### config.mk
export PLATFORM = sky130hd
export DESIGN_NAME = cpu_bus_arb
export DESIGN_NICKNAME = d
export VERILOG_FILES = /design/src/rtl/cpu_bus_arb_pkg.sv /design/src/rtl/cpu_bus_arb_oam_dma.sv /design/src/rtl/cpu_bus_arb.sv
export SDC_FILE = /design/constraint.sdc
export NUM_CORES = 1
export LEC_CHECK = 0
export CAP_MARGIN = 10
export CORE_MARGIN = 5
export CORE_UTILIZATION = 25
export CTS_BUF_LIST = sky130_fd_sc_hd__clkbuf_8 sky130_fd_sc_hd__clkbuf_16
export DETAILED_ROUTE_END_ITERATION = 16
export PLACE_DENSITY = 0.53
export SLEW_MARGIN = 0
export SYNTH_ARGS = -nofsm -noshare
export SYNTH_HDL_FRONTEND = slang
export SYNTH_SLANG_ARGS = --single-unit
### constraint.sdc
create_clock -name clk -period 3.1 [get_ports clk]
set_input_delay 0.93 -clock clk [delete_from_list [all_inputs] [get_ports clk]]
set_output_delay 0.93 -clock clk [all_outputs]
set_load 0.005 [all_outputs]
### src/rtl/cpu_bus_arb_pkg.sv
// Shared constants and encodings for the CPU bus arbiter and its OAM sprite-DMA engine.
package cpu_bus_arb_pkg;

    localparam logic [15:0] DMA_TRIG_ADDR = 16'h4014;
    localparam logic [15:0] OAM_DATA_ADDR = 16'h2004;

    typedef enum logic [1:0] {
        OWN_CPU = 2'd0,
        OWN_DBG = 2'd1,
        OWN_DMA = 2'd2
    } owner_e;

    typedef enum logic [1:0] {
        DMA_IDLE  = 2'd0,
        DMA_ALIGN = 2'd1,
        DMA_RD    = 2'd2,
        DMA_WR    = 2'd3
    } dma_state_e;

endpackage

### src/rtl/cpu_bus_arb_oam_dma.sv
// OAM sprite-DMA engine: copies one 256-byte page to the OAM data port, pausing
// in place whenever the arbiter reports that another master owns the bus.
module oam_dma
    import cpu_bus_arb_pkg::*;
#(
    parameter logic [15:0] OamAddr = OAM_DATA_ADDR
) (
    input  logic        clk,
    input  logic        rst,
    input  logic        pause,
    input  logic        trig,
    input  logic [7:0]  trig_page,
    input  logic [7:0]  mem_din,
    output logic        busy,
    output logic [15:0] dma_a,
    output logic [7:0]  dma_dout,
    output logic        dma_r_nw
);

    dma_state_e state_q, state_d;
    logic [7:0] page_q, page_d;
    logic [7:0] idx_q, idx_d;
    logic [7:0] data_q, data_d;
    // Set for the one cycle in which mem_din carries the result of the issued RD.
    logic       fresh_q, fresh_d;
    logic [7:0] wr_data;

    always_ff @(posedge clk) begin
        if (rst) begin
            state_q <= DMA_IDLE;
            page_q  <= 8'h00;
            idx_q   <= 8'h00;
            data_q  <= 8'h00;
            fresh_q <= 1'b0;
        end else begin
            state_q <= state_d;
            page_q  <= page_d;
            idx_q   <= idx_d;
            data_q  <= data_d;
            fresh_q <= fresh_d;
        end
    end

    assign wr_data = fresh_q ? mem_din : data_q;

    always_comb begin
        state_d = state_q;
        page_d  = page_q;
        idx_d   = idx_q;
        data_d  = wr_data;
        fresh_d = 1'b0;
        unique case (state_q)
            DMA_IDLE: begin
                if (trig) begin
                    state_d = DMA_ALIGN;
                    page_d  = trig_page;
                    idx_d   = 8'h00;
                end
            end
            DMA_ALIGN: begin
                if (!pause) state_d = DMA_RD;
            end
            DMA_RD: begin
                if (!pause) begin
                    state_d = DMA_WR;
                    fresh_d = 1'b1;
                end
            end
            DMA_WR: begin
                if (!pause) begin
                    idx_d   = idx_q + 8'd1;
                    state_d = (idx_q == 8'hFF) ? DMA_IDLE : DMA_RD;
                end
            end
            default: state_d = DMA_IDLE;
        endcase
    end

    assign busy     = (state_q != DMA_IDLE);
    assign dma_a    = (state_q == DMA_WR) ? OamAddr : {page_q, idx_q};
    assign dma_r_nw = (state_q != DMA_WR);
    assign dma_dout = wr_data;

endmodule

### src/rtl/cpu_bus_arb.sv
// Shared CPU memory bus arbiter: debug > OAM DMA > CPU, with the DMA engine
// triggered by a CPU write to the trigger address.
module cpu_bus_arb
    import cpu_bus_arb_pkg::*;
#(
    parameter logic [15:0] TrigAddr = DMA_TRIG_ADDR,
    parameter logic [15:0] OamAddr  = OAM_DATA_ADDR
) (
    input  logic        clk,
    input  logic        rst,
    input  logic [15:0] cpu_a_in,
    input  logic [7:0]  cpu_dout_in,
    input  logic        cpu_r_nw_in,
    output logic        cpu_rdy,
    input  logic        dbg_active,
    input  logic [15:0] dbg_a,
    input  logic [7:0]  dbg_dout,
    input  logic        dbg_r_nw,
    output logic [15:0] mem_a,
    output logic [7:0]  mem_dout,
    output logic        mem_r_nw,
    input  logic [7:0]  mem_din,
    output logic        dma_busy
);

    owner_e      owner;
    logic        trig;
    logic [15:0] dma_a;
    logic [7:0]  dma_dout;
    logic        dma_r_nw;

    always_comb begin
        owner = OWN_CPU;
        if (dbg_active) begin
            owner = OWN_DBG;
        end else if (dma_busy) begin
            owner = OWN_DMA;
        end
    end

    // Only a CPU that actually owns the bus can start a transfer.
    assign trig    = (owner == OWN_CPU) && !cpu_r_nw_in && (cpu_a_in == TrigAddr);
    assign cpu_rdy = (owner == OWN_CPU);

    oam_dma #(
        .OamAddr (OamAddr)
    ) u_oam_dma (
        .clk       (clk),
        .rst       (rst),
        .pause     (dbg_active),
        .trig      (trig),
        .trig_page (cpu_dout_in),
        .mem_din   (mem_din),
        .busy      (dma_busy),
        .dma_a     (dma_a),
        .dma_dout  (dma_dout),
        .dma_r_nw  (dma_r_nw)
    );

    always_comb begin
        mem_a    = cpu_a_in;
        mem_dout = cpu_dout_in;
        mem_r_nw = cpu_r_nw_in;
        case (owner)
            OWN_DBG: begin
                mem_a    = dbg_a;
                mem_dout = dbg_dout;
                mem_r_nw = dbg_r_nw;
            end
            OWN_DMA: begin
                mem_a    = dma_a;
                mem_dout = dma_dout;
                mem_r_nw = dma_r_nw;
            end
            default: ;
        endcase
    end

endmodule

==> metrics.csv <==
metric,value,unit
outcome,finished clean,
Total GRT Usage,13.61,%
"count leader, synth",nand2_1,
global-route wire length before repair,10.85,mm
Min-Delay Startpoint,u_oam_dma.page_q[2],
synth unique cells,44,
R2R Path Start,u_oam_dma.state_q[1],
Placer Congestion,0.7758,
post-route insts no fill,461,
RSZ-0062 raised after global routing,no,
CTS sink count,27,
"EDFF count, synth",0,
synth-to-layout area growth,66.01,%
Final min period,3052,ps
number of setup violations in the final report,0,
CTS tree,built,
root buf cell,clkbuf_8,
post-synthesis cell count,248,
CP startpoint,cpu_a_in[2],
# fillers,802,
drt wl/cell,14.26,µm
Synth Net Count,310,
"area leader, netlist",dfxtp_1,
ys async rst share,0,%
Worst Tran Pin Value,482.3,ps
number of I/O port buffers,87,
CP required,2170,ps
CP top delay family,buffers and inverters,
crit path buf inv count,2,
Fin. Hold Viols,0,
pwr dens,241.4,mW/mm²
critical path cell sequence,dlygate4sd2_1 -> mux2_2 -> o22ai_2 -> o21ai_1 -> clkdlybuf4s50_1,
Die W,97.59,µm
Setup CP Type,input pin to primary output,
final net count,422,
Max transition margin,67.80,%
VDD IR-drop max,155.5,µV
startpoint type of the worst setup path,input pin,
Lkg Pwr,1.211,nW
Initial Util,25.21,%
grt ovf,0,
initial antenna violation count,0,
Final period util,98.45,%
Hold WC Path Type,flip-flop to flip-flop,
Iter 0 DRT Violations,78,
Via Count,2144,
max frequency,327.7,MHz
commonest register cell after synthesis,dfxtp_1,
DRT Pass-1 Iters,4,
endpoint class of the critical path,primary output,
Max-cap violations,0,
Total Wirelength,6.573,mm
CTS buffer count,3,
"Arr. time, crit path",2120,ps
Std-Cell Rows,32,
drt drc,0,
crit-path max FO,2,
mux cell area share after synthesis,18.00,%
simple-gate share of the synthesized area,24.40,%
Clock Skews,9.365,ps
Inst Count DP,456,
sequential area share after synthesis,28.18,%
"CTS clk-pin slew, worst paths",100,ps
slowest CP cell,clkdlybuf4s50_1,
HPWL after DPL,5.326,mm
core area,0.007607,mm²
Syn. warnings,0,
Compound-Gate Fraction of Synth Area,19.50,%
"top cells by area, synth","dfxtp_1 (28%), mux2i_1 (11%), mux2_2 (7.0%)",
Vias/cell,4.651,
DIE HEIGHT,97.59,µm
largest family of logic cells by synthesized area,simple AND/OR/NAND/NOR gates,
max-slew violation count,0,
slowest cell delay on critical path,440,ps
diode count,0,
Hold Slack,505.0,ps
layout cells sized above 1,20.89,%
post-synth top area share,28.18,%
Synth Area in Adders,0.6523,%
total power,0.7686,mW
Total Die Area,0.009524,mm²
clock latency on the worst-skew pair,280,ps
most frequent cells after synthesis,"nand2_1 (35), dfxtp_1 (27), o21ai_1 (23), mux2i_1 (21), nor2_1 (16)",
antenna violation net count after detailed routing,0,
Synth Area in XOR/XNOR,2.740,%
io pins,88,
clk buf depth,2,
H-tree depth,1,
vias in the first global route,2200,
CTS Hold Bufs,0,
area of the mapped netlist,0.001918,mm²
largest net degree at the start of global routing,20,
Yosys reg bits,27,
Mean Syn Cell Area,7.734,µm²
## worst min-delay path, cell delays in order (launching register included)
cell,delay (ps)
dfxtp_1,340
o21ai_1,70
a21oi_1,60
## repair_timing
item,CTS,global route
pin swaps,4,3
endpoints found under the setup margin,25,8
gates resized for setup,32,6
setup buffers,0,1
hold endpoints to repair,0,0
## kinds of logic (layout without fill, tap and decap cells)
logic type,Yosys count,count (layout)
adders and majority gates,1,1
xor gates and xnor gates,6,6
and+or+nand+nor,89,89
muxes,33,33
DFF,27,27
buffers and inverters,27,138
AOI/OAI and AO/OA,65,65
## layout make-up
cell class              instances  area (µm²)  area share, %
inverters                       7       26.28         0.8251
multi-input cells             194        1285          40.35
clock inverters                 1       7.507         0.2358
well taps                     102       127.6          4.008
flip-flops and latches         27       543.0          17.05
repair buffers                127        1154          36.23
clock buffers                   3       41.29          1.297
## final timing paths
kind,slack [ps],endpoint,depth (start not counted)
hold / removal,510,u_oam_dma.page_q[2],2
setup reg to reg,1420,u_oam_dma.state_q[0],5
hold reg to reg,510,u_oam_dma.page_q[2],2
setup / recovery,50,mem_a[2],5
## metal layers
metal | vias to the layer above | wire [µm] | GRT usage [%] | part of all wire [%]
li1 | 1099 | - | - | -
met1 | 994 | 3119 | 18.05 | 47
met2 | 47 | 3181 | 23.56 | 48
met3 | 4 | 234 | 1.508 | 3.6
met4 | 0 | 37 | 3.195 | 0.56
met5 | - | 0 | 0 | 0
## where the power goes
part	leakage (nW)	switching (mW)	internal, mW
clock network	0.0217	0.118	0.0914
registers	0.218	0.00000141	0.347
logic	0.970	0.0713	0.142
## flip-flops by register name (all words and copies together), names as in the netlist
register / cells
u_oam_dma.data_q: 8
u_oam_dma.idx_q: 8
u_oam_dma.page_q: 8
u_oam_dma.state_q: 2
u_oam_dma.fresh_q: 1
## metrics by stage
step	utilization, %	instance area, µm²	setup TNS [ps]	setup WS [ps]
6_report	41.86	3184	0	48.03
5_1_grt	41.86	3184	0	1.916
4_1_cts	41.56	3162	0	7.243
3_5_place_dp	40.99	3118	-3212	-231.4
3_3_place_gp	40.99	3118	-3288	-250.1
2_1_floorplan	-	1918	0	364.9
## layout by cell type, fill, tap and decap left out, types with 4 or more instances in the layout
cell / n
nand2_1: 35
nand3_1: 9
mux2i_1: 20
dlygate4sd2_1: 24
a21oi_1: 14
o22ai_1: 5
o21ai_0: 12
buf_4: 39
clkdlybuf4s50_1: 59
dfxtp_1: 25
mux2_2: 11
nor2_1: 16
inv_1: 6
nor3_1: 6
o21ai_1: 23
xor2_1: 4
(Power assumes the default switching activity.)
